<file path="config.mk">
export PLATFORM = sky130hd
export DESIGN_NAME = lcd_bus_writer_flat
export DESIGN_NICKNAME = d
export VERILOG_FILES = /design/src/rtl/lcd_bus_writer_if.sv /design/src/rtl/lcd_bus_writer.sv /design/src/flat_wrapper.sv
export SDC_FILE = /design/constraint.sdc
export NUM_CORES = 1
export LEC_CHECK = 0
export CAP_MARGIN = 0
export CORE_ASPECT_RATIO = 0.6
export CORE_MARGIN = 3
export CORE_UTILIZATION = 54
export DETAILED_ROUTE_END_ITERATION = 6
export PLACE_DENSITY = 0.74
export SLEW_MARGIN = 20
export SYNTH_ARGS = -nofsm -noshare
export SYNTH_HDL_FRONTEND = slang
export SYNTH_SLANG_ARGS = --single-unit
</file>
<file path="constraint.sdc">
create_clock -name clk -period 4.8 [get_ports clk]
set_input_delay 0.96 -clock clk [delete_from_list [all_inputs] [get_ports clk]]
set_output_delay 0.96 -clock clk [all_outputs]
set_load 0.02 [all_outputs]
</file>
<file path="src/rtl/lcd_bus_writer_if.sv">
// Beat handshake between the data-transfer stage and the LCD bus writer.
// Carries {rs, word} with a valid/ready pair.
interface lcd_bus_writer_if #(
    parameter int DATA_WIDTH = 16
);
    logic                  in_valid;
    logic                  in_ready;
    logic                  in_rs;
    logic [DATA_WIDTH-1:0] in_data;

    modport master (
        output in_valid,
        output in_rs,
        output in_data,
        input  in_ready
    );

    modport slave (
        input  in_valid,
        input  in_rs,
        input  in_data,
        output in_ready
    );
endinterface

</file>
<file path="src/rtl/lcd_bus_writer.sv">
// 8080-style LCD parallel write bus driver with a small input FIFO.
// Programmable strobe widths; chip-select held between back-to-back beats.
module lcd_bus_writer #(
    parameter int DATA_WIDTH = 16,
    parameter int FIFO_DEPTH = 4,
    parameter int IDLE_CYC   = 8
) (
    input  logic                  clk,
    input  logic                  rst,
    lcd_bus_writer_if.slave       s_in,
    input  logic [3:0]            wr_low_cyc,
    input  logic [3:0]            wr_high_cyc,
    output logic                  lcd_cs_n,
    output logic                  lcd_rs,
    output logic                  lcd_wr_n,
    output logic                  lcd_rd_n,
    output logic [DATA_WIDTH-1:0] lcd_data,
    output logic                  busy
);
    localparam int AW = $clog2(FIFO_DEPTH);
    localparam int IW = $clog2(IDLE_CYC + 1);

    typedef enum logic [2:0] {
        IDLE, SETUP, WR_LOW, WR_HIGH, HOLD
    } state_t;

    state_t r_state;
    state_t w_nstate;

    logic [DATA_WIDTH:0] r_mem [FIFO_DEPTH];
    logic [AW:0]         r_wptr;
    logic [AW:0]         r_rptr;
    logic [3:0]          r_cnt;
    logic [3:0]          r_hcyc;
    logic [IW-1:0]       r_idle;

    logic                w_full;
    logic                w_empty;
    logic                w_push;
    logic                w_pop;
    logic                w_cs_n;
    logic                w_wr_n;
    logic [3:0]          w_l;
    logic [3:0]          w_h;
    logic [DATA_WIDTH:0] w_head;

    assign w_full  = (r_wptr[AW] != r_rptr[AW]) &&
                     (r_wptr[AW-1:0] == r_rptr[AW-1:0]);
    assign w_empty = (r_wptr == r_rptr);
    assign w_head  = r_mem[r_rptr[AW-1:0]];

    assign s_in.in_ready = !w_full && !rst;
    assign w_push        = s_in.in_valid && s_in.in_ready;

    assign w_l = (wr_low_cyc  == 4'd0) ? 4'd1 : wr_low_cyc;
    assign w_h = (wr_high_cyc == 4'd0) ? 4'd1 : wr_high_cyc;

    assign lcd_rd_n = 1'b1;
    assign busy     = !w_empty || (r_state != IDLE);

    always_ff @(posedge clk) begin
        if (rst) begin
            r_state <= IDLE;
        end else begin
            r_state <= w_nstate;
        end
    end

    always_comb begin
        w_nstate = r_state;
        case (r_state)
            IDLE: begin
                if (!w_empty) w_nstate = SETUP;
            end
            SETUP: begin
                w_nstate = WR_LOW;
            end
            WR_LOW: begin
                if (r_cnt == 4'd0) w_nstate = WR_HIGH;
            end
            WR_HIGH: begin
                if (r_cnt == 4'd0) w_nstate = w_empty ? HOLD : SETUP;
            end
            HOLD: begin
                if (!w_empty)
                    w_nstate = SETUP;
                else if (r_idle == IW'(IDLE_CYC - 1))
                    w_nstate = IDLE;
            end
            default: w_nstate = IDLE;
        endcase
    end

    // Registered bus outputs follow the state being entered.
    always_comb begin
        w_cs_n = (w_nstate == IDLE);
        w_wr_n = (w_nstate != WR_LOW);
        w_pop  = (w_nstate == SETUP);
    end

    always_ff @(posedge clk) begin
        if (w_push) r_mem[r_wptr[AW-1:0]] <= {s_in.in_rs, s_in.in_data};
    end

    always_ff @(posedge clk) begin
        if (rst) begin
            r_wptr   <= '0;
            r_rptr   <= '0;
            lcd_cs_n <= 1'b1;
            lcd_wr_n <= 1'b1;
            lcd_rs   <= 1'b0;
            lcd_data <= '0;
            r_cnt    <= '0;
            r_hcyc   <= 4'd1;
            r_idle   <= '0;
        end else begin
            lcd_cs_n <= w_cs_n;
            lcd_wr_n <= w_wr_n;
            if (w_push) r_wptr <= r_wptr + (AW+1)'(1);
            if (w_pop) begin
                r_rptr             <= r_rptr + (AW+1)'(1);
                {lcd_rs, lcd_data} <= w_head;
            end
            // Widths are captured once per beat, leaving SETUP.
            case (r_state)
                SETUP: begin
                    r_cnt  <= w_l - 4'd1;
                    r_hcyc <= w_h;
                end
                WR_LOW: begin
                    r_cnt <= (r_cnt == 4'd0) ? r_hcyc - 4'd1
                                             : r_cnt - 4'd1;
                end
                WR_HIGH: begin
                    if (r_cnt != 4'd0) r_cnt <= r_cnt - 4'd1;
                end
                default: r_cnt <= r_cnt;
            endcase
            if (r_state == HOLD) r_idle <= r_idle + IW'(1);
            else                 r_idle <= '0;
        end
    end
endmodule

</file>
<file path="src/flat_wrapper.sv">
// flat-port wrapper written by rule: the top's interface ports become plain ports
module lcd_bus_writer_flat 
#(
    parameter int DATA_WIDTH = 16,
    parameter int FIFO_DEPTH = 4,
    parameter int IDLE_CYC   = 8
)
  (clk, rst, wr_low_cyc, wr_high_cyc, lcd_cs_n, lcd_rs, lcd_wr_n, lcd_rd_n, lcd_data, busy, s_in_in_valid, s_in_in_rs, s_in_in_data, s_in_in_ready);
  lcd_bus_writer_if #(.DATA_WIDTH(DATA_WIDTH)) s_in_i ();
  input  logic clk;
  input  logic rst;
  input  logic [3:0] wr_low_cyc;
  input  logic [3:0] wr_high_cyc;
  output logic lcd_cs_n;
  output logic lcd_rs;
  output logic lcd_wr_n;
  output logic lcd_rd_n;
  output logic [DATA_WIDTH-1:0] lcd_data;
  output logic busy;
  input wire logic [$bits(s_in_i.in_valid)-1:0] s_in_in_valid;
  input wire logic [$bits(s_in_i.in_rs)-1:0] s_in_in_rs;
  input wire logic [$bits(s_in_i.in_data)-1:0] s_in_in_data;
  output wire logic [$bits(s_in_i.in_ready)-1:0] s_in_in_ready;
  assign s_in_i.in_valid = s_in_in_valid;
  assign s_in_i.in_rs = s_in_in_rs;
  assign s_in_i.in_data = s_in_in_data;
  assign s_in_in_ready = s_in_i.in_ready;
  lcd_bus_writer #(.DATA_WIDTH(DATA_WIDTH), .FIFO_DEPTH(FIFO_DEPTH), .IDLE_CYC(IDLE_CYC)) u_core (.clk(clk), .rst(rst), .s_in(s_in_i), .wr_low_cyc(wr_low_cyc), .wr_high_cyc(wr_high_cyc), .lcd_cs_n(lcd_cs_n), .lcd_rs(lcd_rs), .lcd_wr_n(lcd_wr_n), .lcd_rd_n(lcd_rd_n), .lcd_data(lcd_data), .busy(busy));
endmodule
</file>
==> results_dict.tcl <==
set metrics [dict create \
    placed_cells 468 \
    worstHoldStart "u_core.r_idle[0]$_SDFF_PP0_" \
    final_common_cell "edfxtp_1" \
    antennaDiodeCount 0 \
    r2r-end "u_core.r_mem[0][15]$_DFFE_PP_" \
    peakVddDrop_uv 374 \
    clk_pin_slew_worst_paths_ns 0.07 \
    grt_max_degree 22 \
    cts_num_sinks 108 \
    synth_enable_flop_cells 68 \
    critPathLaunchType "flip-flop" \
    clockBufferDepth 2 \
    htree_levels 3 \
    nets 409 \
    arrival_ns 2.83 \
    drive_above_1_share_pct 12.2 \
    grt_antenna_before_repair 0 \
    viasPerCell 5.74 \
    finalPower_mw 3.01 \
    cts_setup_buffers 0 \
    ys_ff_latch 108 \
    setup_viol 0 \
    grt_pass1_wl_um 14200 \
    routedWlPerCell_um 18.3 \
    fillers 566 \
    tightest_slew_ns 0.909 \
    post-route-drc-count 0 \
    clock.fmax_ghz 0.264 \
    rsz0062_at_grt "no" \
    io_buffers 48 \
    hpwl_um 6030 \
    grt_use_total_pct 20.1 \
    ys_types 50 \
    rrSetupSlack_ns 2.17 \
    power.density_mw_per_mm2 561 \
    synth.yosys.seq_area_share_pct 63.1 \
    drv_slew 0 \
    holdWs_ns 0.455 \
    die_area_mm2 0.00951 \
    syn_area_mm2 0.00450 \
    layout.cells.non_filler 484 \
    r2r-start "u_core.r_rptr[0]$_SDFFE_PP0N_" \
    setup.worst_path.end_class "output pin" \
    path_cells "buf_4, xor2_1, or3_4, or3_1, clkdlybuf4s50_1" \
    start_util_pct 56.5 \
    syn_inst 328 \
    max_cap_viol_count 0 \
    drt_iter0_drc 234 \
    grt_pass1_vias 2696 \
    pin_count 50 \
    rows 25 \
    path_max_fanout 21 \
    ff2ff_path_depth 4 \
    synth_ff_type "edfxtp_1" \
    core_mm2 0.00798 \
    crit_type "flip-flop to output pin" \
    slowest_stage "or3_4" \
    ys.warnings.count 0 \
    gp_congestion 0.901 \
    syn-num-nets 366 \
    fin_skew_ns 0.00705 \
    cts_tree "yes" \
    routed_wl_um 8860 \
    required_ns 3.84 \
    grt_remaining_overflow 0 \
    cellLeakagePower_nw 1.82 \
    postCtsHoldBufs 0 \
    firstDrtPassIters 4 \
    hold_depth 1 \
    post_cts_resized 0 \
    cts_root_buf "clkbuf_16" \
    ant_nets 0 \
    async_flop_share_pct 0 \
    cpPeakStageDelay_ns 0.57 \
    syn_to_final_growth_pct 19.0 \
    hold_end "u_core.r_idle[0]$_SDFF_PP0_" \
    min_path_type "flip-flop to flip-flop" \
    final.min_clock_period_ns 3.79 \
    hold_violations 0 \
    chipHeight_um 76.7 \
    cts_made_buffers 9 \
    vias 2778 \
    avgSynthCellArea_um2 13.7 \
    layout_common_cells "edfxtp_1 (68), clkdlybuf4s50_1 (48), dfxtp_1 (40), a21oi_1 (25), o21ai_0 (25)" \
    clk_latency_ns 0.34 \
    finalCritPeriodShare_pct 78.9 \
    relSlewSlack_pct 39.4 \
    setup_tns_ns 0 \
    status "completed" \
    die_w_um 124 \
]
-- Yosys cell counts (4+ instances only) --
library cell	n	area, um2
nor2_1	19	71.3
nor2b_1	5	31.3
nor3_1	7	35.0
mux2i_1	4	40.0
and2_1	5	31.3
a21oi_1	25	125
nor3b_1	5	37.5
or3_1	4	25.0
o21ai_0	25	125
clkbuf_1	11	41.3
edfxtp_1	68	2040
xor2_1	4	35.0
buf_2	5	25.0
ha_1	10	125
dfxtp_1	40	801
inv_1	10	37.5
mux4_2	17	383
nand3_1	21	105
xnor2_1	5	43.8
-- worst max-delay path, delay by kind of cell (launching register included) --
kind	cells	cell delay, ns
simple gates	2	0.98
buf+inv	2	0.91
flops	1	0.32
xor+xnor	1	0.28
-- registers in the layout (all words and copies together), names as in the netlist --
| register | count |
|---|---|
| u_core.lcd_cs_n | 1 |
| u_core.lcd_data | 16 |
| u_core.lcd_rs | 1 |
| u_core.lcd_wr_n | 1 |
| u_core.r_cnt | 4 |
| u_core.r_hcyc | 4 |
| u_core.r_idle | 4 |
| u_core.r_mem | 68 |
| u_core.r_rptr | 3 |
| u_core.r_state | 3 |
| u_core.r_wptr | 3 |
-- layout make-up --
class / instances / area, um2 / area share, %
timing repair buffer: 52 / 510 / 9.53
inverter: 10 / 37.5 / 0.700
sequential: 108 / 2840 / 53.0
multi-input combinational: 190 / 1530 / 28.6
clock buffer: 11 / 264 / 4.93
clock inverter: 5 / 38.8 / 0.724
tap: 108 / 135 / 2.52
-- how the worst max path moves through the flow --
| stage | slack, ns | start | to | depth (start not counted) |
|---|---|---|---|---|
| after detailed placement | 1.19 | rst | s_in_in_ready | 3 |
| after global routing | 0.81 | u_core.r_rptr[0]$_SDFFE_PP0N_ | busy | 5 |
| after global placement | 1.24 | rst | s_in_in_ready | 3 |
| after CTS | 0.98 | u_core.r_rptr[0]$_SDFFE_PP0N_ | busy | 5 |
| final | 1.01 | u_core.r_rptr[0]$_SDFFE_PP0N_ | busy | 5 |
| after floorplan | 2.15 | rst | s_in_in_ready | 3 |
-- logic make-up (layout without fill, tap and decap cells) --
kind of cell / Yosys count / count (layout) / share of synthesized area [%]
DFF: 108 / 108 / 63.1
and+or+nand+nor: 82 / 82 / 10.4
AOI/OAI and AO/OA: 65 / 65 / 8.47
buffers and inverters: 30 / 78 / 3.14
muxes: 22 / 22 / 9.64
adders and majority gates: 10 / 10 / 2.78
xor gates and xnor gates: 10 / 10 / 2.36
other: 1 / 1 / 0.0833
-- metal layers --
metal,wire length [um],track usage (%),vias to the layer above
met5,0,0,-
li1,-,-,1325
met4,85,5.68,0
met3,802,6.48,8
met1,4140,30.8,1320
met2,3830,27.5,125
-- power breakdown --
| group | total [mW] | switching [mW] | internal, mW |
|---|---|---|---|
| combinational | 1.08 | 0.623 | 0.460 |
| sequential | 1.20 | 0.0930 | 1.11 |
| clock | 0.722 | 0.319 | 0.403 |
-- metrics by stage --
step / utilization, % / cell area, um2 / worst slack [ns]
2_1_floorplan: - / 4500 / 2.15
3_5_place_dp: 63.4 / 5060 / 1.19
6_report: 67.2 / 5360 / 1.01
3_3_place_gp: 63.3 / 5050 / 1.24
5_1_grt: 67.2 / 5360 / 0.812
4_1_cts: 67.2 / 5360 / 0.984
(Power assumes the default switching activity.)
